## src/rtl/regfile_8x16_if.sv

```systemverilog
// Bus bundle for the 8x16 register file: one write port, two registered
// read ports, clear request and busy status.
interface regfile_8x16_if;
    logic        we;
    logic [2:0]  waddr;
    logic [15:0] wdata;
    logic [2:0]  raddr_a;
    logic [2:0]  raddr_b;
    logic [15:0] rdata_a;
    logic [15:0] rdata_b;
    logic        clr;
    logic        busy;

    modport master (
        output we, waddr, wdata, raddr_a, raddr_b, clr,
        input  rdata_a, rdata_b, busy
    );

    modport slave (
        input  we, waddr, wdata, raddr_a, raddr_b, clr,
        output rdata_a, rdata_b, busy
    );
endinterface

```

## src/rtl/regfile_8x16.sv

```systemverilog
// 8x16 register file, two registered read ports, one write port and a
// sequential clear engine. Define REGFILE_BYPASS_EN for write-to-read forwarding.
module regfile_8x16 #(
    parameter logic [15:0] RESET_VALUE = 16'h0000
) (
    input logic           clk,
    input logic           rst_n,
    regfile_8x16_if.slave bus
);
    localparam int unsigned DW    = 16;
    localparam int unsigned AW    = 3;
    localparam int unsigned DEPTH = 8;

    typedef enum logic {
        IDLE  = 1'b0,
        CLEAR = 1'b1
    } state_t;

    state_t        state;
    logic [AW-1:0] ptr;
    logic [DW-1:0] mem [DEPTH];
    logic          wr_en_c;
    logic [DW-1:0] rd_a_c;
    logic [DW-1:0] rd_b_c;

    // A write is accepted only in IDLE and loses to a simultaneous clear
    assign wr_en_c = (state == IDLE) && bus.we && !bus.clr;

    always_comb begin
        rd_a_c = mem[bus.raddr_a];
        rd_b_c = mem[bus.raddr_b];
`ifdef REGFILE_BYPASS_EN
        if (wr_en_c && (bus.waddr == bus.raddr_a)) rd_a_c = bus.wdata;
        if (wr_en_c && (bus.waddr == bus.raddr_b)) rd_b_c = bus.wdata;
`endif
    end

    always_ff @(posedge clk or negedge rst_n) begin
        if (!rst_n) begin
            for (int unsigned i = 0; i < DEPTH; i++) mem[i] <= RESET_VALUE;
            state       <= IDLE;
            ptr         <= '0;
            bus.busy    <= 1'b0;
            bus.rdata_a <= RESET_VALUE;
            bus.rdata_b <= RESET_VALUE;
        end else begin
            bus.rdata_a <= rd_a_c;
            bus.rdata_b <= rd_b_c;
            case (state)
                IDLE: begin
                    if (bus.clr) begin
                        state    <= CLEAR;
                        ptr      <= '0;
                        bus.busy <= 1'b1;
                    end else if (bus.we) begin
                        mem[bus.waddr] <= bus.wdata;
                    end
                end
                CLEAR: begin
                    // One register per cycle; the last one returns to IDLE
                    mem[ptr] <= RESET_VALUE;
                    ptr      <= ptr + AW'(1);
                    if (ptr == AW'(DEPTH - 1)) begin
                        state    <= IDLE;
                        bus.busy <= 1'b0;
                    end
                end
                default: begin
                    state    <= IDLE;
                    bus.busy <= 1'b0;
                end
            endcase
        end
    end
endmodule

```

## src/flat_wrapper.sv

```systemverilog
// flat-port wrapper written by rule: the top's interface ports become plain ports
module regfile_8x16_flat 
#(
    parameter logic [15:0] RESET_VALUE = 16'h0000
)
  (clk, rst_n, bus_we, bus_waddr, bus_wdata, bus_raddr_a, bus_raddr_b, bus_clr, bus_rdata_a, bus_rdata_b, bus_busy);
  regfile_8x16_if bus_i ();
  input logic clk;
  input logic rst_n;
  input wire logic [$bits(bus_i.we)-1:0] bus_we;
  input wire logic [$bits(bus_i.waddr)-1:0] bus_waddr;
  input wire logic [$bits(bus_i.wdata)-1:0] bus_wdata;
  input wire logic [$bits(bus_i.raddr_a)-1:0] bus_raddr_a;
  input wire logic [$bits(bus_i.raddr_b)-1:0] bus_raddr_b;
  input wire logic [$bits(bus_i.clr)-1:0] bus_clr;
  output wire logic [$bits(bus_i.rdata_a)-1:0] bus_rdata_a;
  output wire logic [$bits(bus_i.rdata_b)-1:0] bus_rdata_b;
  output wire logic [$bits(bus_i.busy)-1:0] bus_busy;
  assign bus_i.we = bus_we;
  assign bus_i.waddr = bus_waddr;
  assign bus_i.wdata = bus_wdata;
  assign bus_i.raddr_a = bus_raddr_a;
  assign bus_i.raddr_b = bus_raddr_b;
  assign bus_i.clr = bus_clr;
  assign bus_rdata_a = bus_i.rdata_a;
  assign bus_rdata_b = bus_i.rdata_b;
  assign bus_busy = bus_i.busy;
  regfile_8x16 #(.RESET_VALUE(RESET_VALUE)) u_core (.clk(clk), .rst_n(rst_n), .bus(bus_i));
endmodule
```

## config.mk

```make
export PLATFORM = sky130hd
export DESIGN_NAME = regfile_8x16_flat
export DESIGN_NICKNAME = d
export VERILOG_FILES = /design/src/rtl/regfile_8x16_if.sv /design/src/rtl/regfile_8x16.sv /design/src/flat_wrapper.sv
export SDC_FILE = /design/constraint.sdc
export NUM_CORES = 1
export LEC_CHECK = 0
export ABC_AREA = 0
export CAP_MARGIN = 25
export CORE_ASPECT_RATIO = 0.7
export CORE_UTILIZATION = 35
export DETAILED_ROUTE_END_ITERATION = 8
export PLACE_DENSITY_LB_ADDON = 0.05
export SYNTH_ARGS = -nofsm -noshare
export SYNTH_HDL_FRONTEND = slang
export SYNTH_SLANG_ARGS = --single-unit
export TNS_END_PERCENT = 30
```

## constraint.sdc

```tcl
create_clock -name clk -period 2.94 [get_ports clk]
set_input_delay 0.588 -clock clk [delete_from_list [all_inputs] [get_ports clk]]
set_output_delay 0.588 -clock clk [all_outputs]
set_load 0.02 [all_outputs]
```

==> results of run 1 <==
## power groups by stage
| stage | Sequential [mW] | Clock, mW | Combinational (mW) |
|---|---|---|---|
| after global routing | 3.63 | 2.40 | 2.68 |
| after CTS | 3.51 | 2.30 | 2.50 |
| after floorplan | 3.52 | 0 | 1.49 |
| after detailed placement | 3.55 | 0 | 2.48 |
| after global placement | 3.51 | 0 | 2.45 |
| final | 3.52 | 2.23 | 2.46 |
## Yosys cell counts (all sizes together)
cell type,number,area (sq um)
or4b,1,10.01
mux2,32,360.4
nor2,3,11.26
mux2i,129,1291
nand2,136,525.5
buf,32,247.7
inv,17,63.81
o22ai,1,6.260
nand4bb,3,33.78
clkbuf,15,57.55
dfrtp,165,4129
nor2b,2,12.51
nand4,1,6.260
mux4,64,1441
a21oi,1,5.000
and4bb,1,16.27
and3,2,17.52
nor4b,1,23.77
ha,3,37.54
nand2b,3,18.77
o21ai,2,10.01
nand4b,3,26.28
## cell usage in the layout, fill, tap and decap left out, types with 4 or more instances in the layout
cell	instances
dfrtp_1	165
nand2_1	130
mux2i_1	129
mux4_2	64
clkdlybuf4s50_1	58
mux2_2	32
buf_4	20
inv_1	17
clkbuf_16	17
buf_12	8
nand2_2	6
inv_6	5
clkinv_4	4
## flip-flops by register name, summed over array words and instances (netlist names)
signal / cells
u_core.bus.rdata_a: 16
u_core.mem: 128
u_core.bus.busy: 1
u_core.state: 1
u_core.bus.rdata_b: 16
u_core.ptr: 3
## critical path: cells and delay by family (launching register included)
kind          cells  cell delay, ns
mux               1            0.10
flops             1            0.72
simple gates      2            1.20
## cell type report
cell class	instances	area (sq um)	area share
tap	312	390.4	0.03931
clock buffer	19	442.9	0.04460
timing repair buffer	89	912.1	0.09185
clock inverter	13	138.9	0.01399
sequential	165	4129	0.4158
inverter	17	63.81	0.006426
multi-input combinational	388	3854	0.3881
## how the worst max path moves through the flow
stage / start / end / slack [ns] / cells past startpoint
floorplan: bus_raddr_b[0] / u_core.bus.rdata_b[2]$_DFF_PN0_ / 1.09 / 4
global placement: bus_clr / u_core.mem[32]$_DFFE_PN0P_ / 0.58 / 5
detailed placement: bus_clr / u_core.mem[36]$_DFFE_PN0P_ / 0.48 / 5
CTS: u_core.state$_DFF_PN0_ / u_core.mem[120]$_DFFE_PN0P_ / 0.79 / 3
global route: u_core.state$_DFF_PN0_ / u_core.mem[120]$_DFFE_PN0P_ / 0.65 / 3
finish: u_core.state$_DFF_PN0_ / u_core.mem[124]$_DFFE_PN0P_ / 0.78 / 3
## layer usage
metal,GRT usage,share of wire,vias up
met5,0,0,-
met4,0.05419,0.016,0
met3,0.04354,0.047,24
met2,0.2933,0.44,140
met1,0.2886,0.49,2825
li1,-,-,2332
## per-stage QoR
| step | utilization | area (sq um) | hold WS [ns] |
|---|---|---|---|
| detailed placement | 0.4061 | 9349 | 0.5335 |
| global route | 0.4314 | 9931 | 0.1938 |
| CTS | 0.4314 | 9931 | 0.1799 |
| global placement | 0.4061 | 9349 | 0.5206 |
| floorplan | - | 8352 | 0.2924 |
| finish | 0.4314 | 9931 | 0.1487 |
## logic make-up after synthesis
group	count (synthesis)
compound gates	4
fa+ha+maj	3
simple gates	156
buf+inv	64
mux	225
flops	165
==> metrics, run 1 <==
status=finished, final reports clean; Max-slew headroom=0.3303; worst skew pair latency=around 0.44 ns; Avg Inst Size Synth=between 10 and 15 sq um; reg2reg start=u_core.state$_DFF_PN0_; Slew Viols, Final=0; share of cells above drive strength 1=0.2417; final clock skew=between 0.01 and 0.015 ns; Comb pwr share=0.300; Flop pwr share=0.428; Port Buffer Count=just over 60; Max stage delay on crit path=0.97 ns; setup violators final=0; Synth Area in Simple Gates=0.08404; sequential area share after synthesis=0.4944; total CTS buffers=17; # hold bufs at CTS=0; # IOs=between 60 and 70; Layout area overhead=18.91%; min Tclk post-route=between 2 and 2.5 ns; R2R Setup Slk=between 0.7 and 0.8 ns; DP HPWL=13930 um; final net count=710; pre-CTS setup slack=0.4825 ns; pwr/cell area=827.0 nW/um^2; Adder-Cell Fraction of Synth Area=0.004494; worst slew pin tran=1.005 ns; slowest cell on the critical path=or4b_1; CP required=3.24 ns; warnings from Yosys=0; internal power=between 5 and 6 mW; mux share of post-synthesis cell area=0.3703; RSZ-0062 raised after global routing=no; r2r endpoint=u_core.mem[124]$_DFFE_PN0P_; mapped cell area=~8400 sq um; Mapped Cells=between 600 and 700; clock tree sinks=about 170; WS Path Type=reg2reg; first-pass GRT wire length=between 30000 and 40000 um; post-synthesis xor/xnor area fraction=0; antenna-violating nets left=0; initial drt markers=273; Static Leak=4.910 nW; Synth Net Count=~650; main combinational cell family by area after synthesis=multiplexers; Max Buffers Root-to-Sink=2; first-pass detailed-route iteration total=4; CTS tree=yes; CTS resizes=0; GP Congestion=0.7300; R2R depth=3; Max-Cap Viols=0; Fin. Hold Viols=0; fillers=about 2100; CP endpoint kind=register; vias in the first global route=5719; htree depth=4; row count=46; clock power share=0.272; critical path, cell by cell=or4b_1 > nand2_1 > mux2i_1; initial antenna violation count=0; gr usage total=0.1972; peak supply drop=452.1 uV; distinct cell type count after synthesis=29; placed insts=slightly below 1000; Die W=around 190 um; final worst slack=approximately 0.78 ns; total number of vias=about 5300; remaining global-route overflow=0; ant diodes=0; drt wl/cell=22.51 um; crit path DAT=roughly 2.5 ns; Setup Fix Bufs, Post-CTS=0; Switching Share=0.3374; vias per inst=roughly 5.3; Psw=roughly 2.8 mW; core area=around 23000 sq um; Post-Route Setup TNS=0 ns; period utilisation layout=0.7342; drt total wl=22580 um; min-delay worst type=in2async; Synth Register Bits=between 150 and 200; Reg clk slew, reported paths=approximately 0.070 ns; fin cells=around 1000; FMAX=approximately 460 MHz; root buffer cell=clkbuf_16; DRC=0; Max FO, Critical Path=18; largest net degree at the start of global routing=between 60 and 70; compound-gate portion of the synthesized area=0.002547; total power=roughly 8.2 mW; Die Y=approximately 130 um; DIE AREA=around 24000 sq um; initial core utilization=0.3628; critical path startpoint category=register
Note: power is estimated with default switching activity, not from simulation.
==> run 2, diff against run 1 <==
Clock period 2.94 ns to 2.2 ns, I/O delays scaled along.
==> run 2 against run 1 <==
Combinational power increased by 36%. Highest routed layer unchanged. Worst setup slack got worse by 0.46 ns. Critical path type is now reg2out. Critical endpoint is now bus_rdata_b[6]. Hold slack improved by 0.22 ns.
==> metrics, run 2 (same netlist as run 1, synthesis figures left out) <==
Max FO, Critical Path=1 (was 18); root buffer cell=clkbuf_16 (unchanged); critical path startpoint category=register (unchanged); setup violators final=0 (unchanged); clock tree sinks=165 (unchanged); status=finished, final reports clean (unchanged); DP HPWL=14020 um (was 13930 um); crit path DAT=1.44 ns (was 2.46 ns); period utilisation layout=0.8528; CP bufs+invs=1 (was 0); Max-Cap Viols=0 (unchanged); RSZ-0062 raised after global routing=no (unchanged); final clock skew=0.007317 ns (was 0.01411 ns); share of cells above drive strength 1=0.2504 (was 0.2417); ant diodes=0 (unchanged); antenna-violating nets left=0 (unchanged); post-route cell area=10190 sq um (was 9931 sq um); worst skew pair latency=0.43 ns (was 0.44 ns); min Tclk post-route=roughly 1.9 ns; core area=23020 sq um (unchanged); first-pass detailed-route iteration total=4 (unchanged); pwr/cell area=1128 nW/um^2 (was 827.0 nW/um^2); DRC=0 (unchanged); drt total wl=23490 um (was 22580 um); Static Leak=5.032 nW (was 4.910 nW); Max-slew headroom=0.5482 (was 0.3303); DIE AREA=24490 sq um (unchanged); vias per inst=5.253 (was 5.305); commonest non-fill, non-tap cell in the layout=dfrtp_1 (unchanged); max reg flops=128 (unchanged); first-pass GRT wire length=36230 um (was 36020 um); WS Path Type=reg2out (was reg2reg); Fin. Hold Viols=0 (unchanged); most frequent cells in the layout=dfrtp_1, nand2_1, mux2i_1, mux4_2, clkdlybuf4s50_1 (unchanged); gr usage total=0.2011 (was 0.1972); vias in the first global route=5675 (was 5719); Die W=186.6 um (unchanged); min-delay worst type=in2async (unchanged); Layout area overhead=21.99% (was 18.91%); Most flops, register=u_core.mem (unchanged); initial antenna violation count=0 (unchanged); Die Y=131.2 um (unchanged); Port Buffer Count=61 (unchanged); initial drt markers=345 (was 273); CTS tree=yes (unchanged); remaining global-route overflow=0 (unchanged); row count=46 (unchanged); final net count=719 (was 710); # IOs=62 (unchanged); slowest cell on the critical path=clkdlybuf4s50_1 (was or4b_1); largest net degree at the start of global routing=116 (was 65); Max Buffers Root-to-Sink=2 (unchanged); Max stage delay on crit path=0.62 ns (was 0.97 ns); placed insts=979 (was 971); CP endpoint kind=primary output (was register); critical path, cell by cell=clkdlybuf4s50_1 (was or4b_1 > nand2_1 > mux2i_1); FMAX=around 530 MHz; Slew Viols, Final=0 (unchanged); Post-Route Setup TNS=0 ns (unchanged); fin cells=1011 (was 1003); GP Congestion=0.7390 (was 0.7300); CTS resizes=0 (unchanged); Reg clk slew, reported paths=0.06 ns (was 0.07 ns); total CTS buffers=17 (unchanged); initial core utilization=0.3628 (unchanged); peak supply drop=568.8 uV (was 452.1 uV); Top delay family on crit path=buffers and inverters (was simple AND/OR/NAND/NOR gates); total power=11.49 mW (was 8.213 mW); worst slew pin tran=0.6776 ns (was 1.005 ns); Placed Area=9509 sq um (was 9349 sq um); drt wl/cell=23.23 um (was 22.51 um); Largest regs=u_core.mem: 128 flops, u_core.bus.rdata_a: 16 flops, u_core.bus.rdata_b: 16 flops (unchanged); htree depth=4 (unchanged); CP required=1.76 ns (was 3.24 ns); total number of vias=5311 (was 5321)
==> run 2: changes by cell type in the layout (fill, tap and decap cells not counted), moves of 2 or more <==
cell / before / now
inv_8: 2 / 0
clkinv_2: 0 / 3
inv_6: 5 / 0
bufinv_16: 1 / 6
buf_12: 8 / 16
==> run 2: worst register-to-register path: stages, from the launching register on <==
cell      delay, ns
dfrtp_1        0.50
and4bb_4       0.41
and3_4         0.25
buf_12         0.16
mux2i_1        0.20
==> run 2: what timing repair did <==
item | 4_1_cts | 5_1_grt
endpoints found under the hold margin | 5 | 0
hold buffers | 1 | 0
buffers inserted | 0 | 0
==> run 2: per-layer routing <==
metal  global-route usage  wire [um]  vias to the layer above
met5                    0          0                        -
met4              0.06648        404                        0
met3              0.03499        955                       29
met2               0.3006      10450                      141
met1               0.2952      11680                     2794
li1                     -          -                     2347
==> run 2: power breakdown <==
part	switching (mW)	total [mW]	leakage, nW	internal (mW)
clock network	1.27	3.42	0.330	2.15
logic	1.66	3.34	2.45	1.68
registers	0.744	4.73	2.25	3.98
==> run 2: path summary, 6_finish.rpt <==
check	start	to	slack, ns	cells past startpoint
max in group asynchronous	rst_n	u_core.mem[49]$_DFFE_PN0P_	0.98	3
max reg2reg	u_core.state$_DFF_PN0_	u_core.mem[3]$_DFFE_PN0P_	0.60	4
max	u_core.bus.rdata_b[6]$_DFF_PN0_	bus_rdata_b[6]	0.32	1
min	rst_n	u_core.mem[32]$_DFFE_PN0P_	0.37	2
min in group clk	u_core.mem[11]$_DFFE_PN0P_	u_core.mem[11]$_DFFE_PN0P_	0.54	2
min reg2reg	u_core.mem[11]$_DFFE_PN0P_	u_core.mem[11]$_DFFE_PN0P_	0.54	2
==> run 2: final cells by class <==
cell class	count	area [sq um]
Multi-Input combinational cell	388	3854
Tap cell	312	390.4
Fill cell	2116	12830
Inverter	17	63.81
Timing Repair Buffer	98	1082
Clock inverter	13	230.2
Clock buffer	18	439.2
Sequential cell	165	4129
==> run 2: stage by stage <==
step                worst slack (ns)  hold WS [ns]    util
global placement              0.1416        0.2433  0.4130
floorplan                     0.4973        0.1444       -
finish                        0.3238        0.3716  0.4426
global route                  0.2863        0.3805  0.4426
detailed placement            0.1357        0.2399  0.4130
CTS                           0.3065        0.3661  0.4426
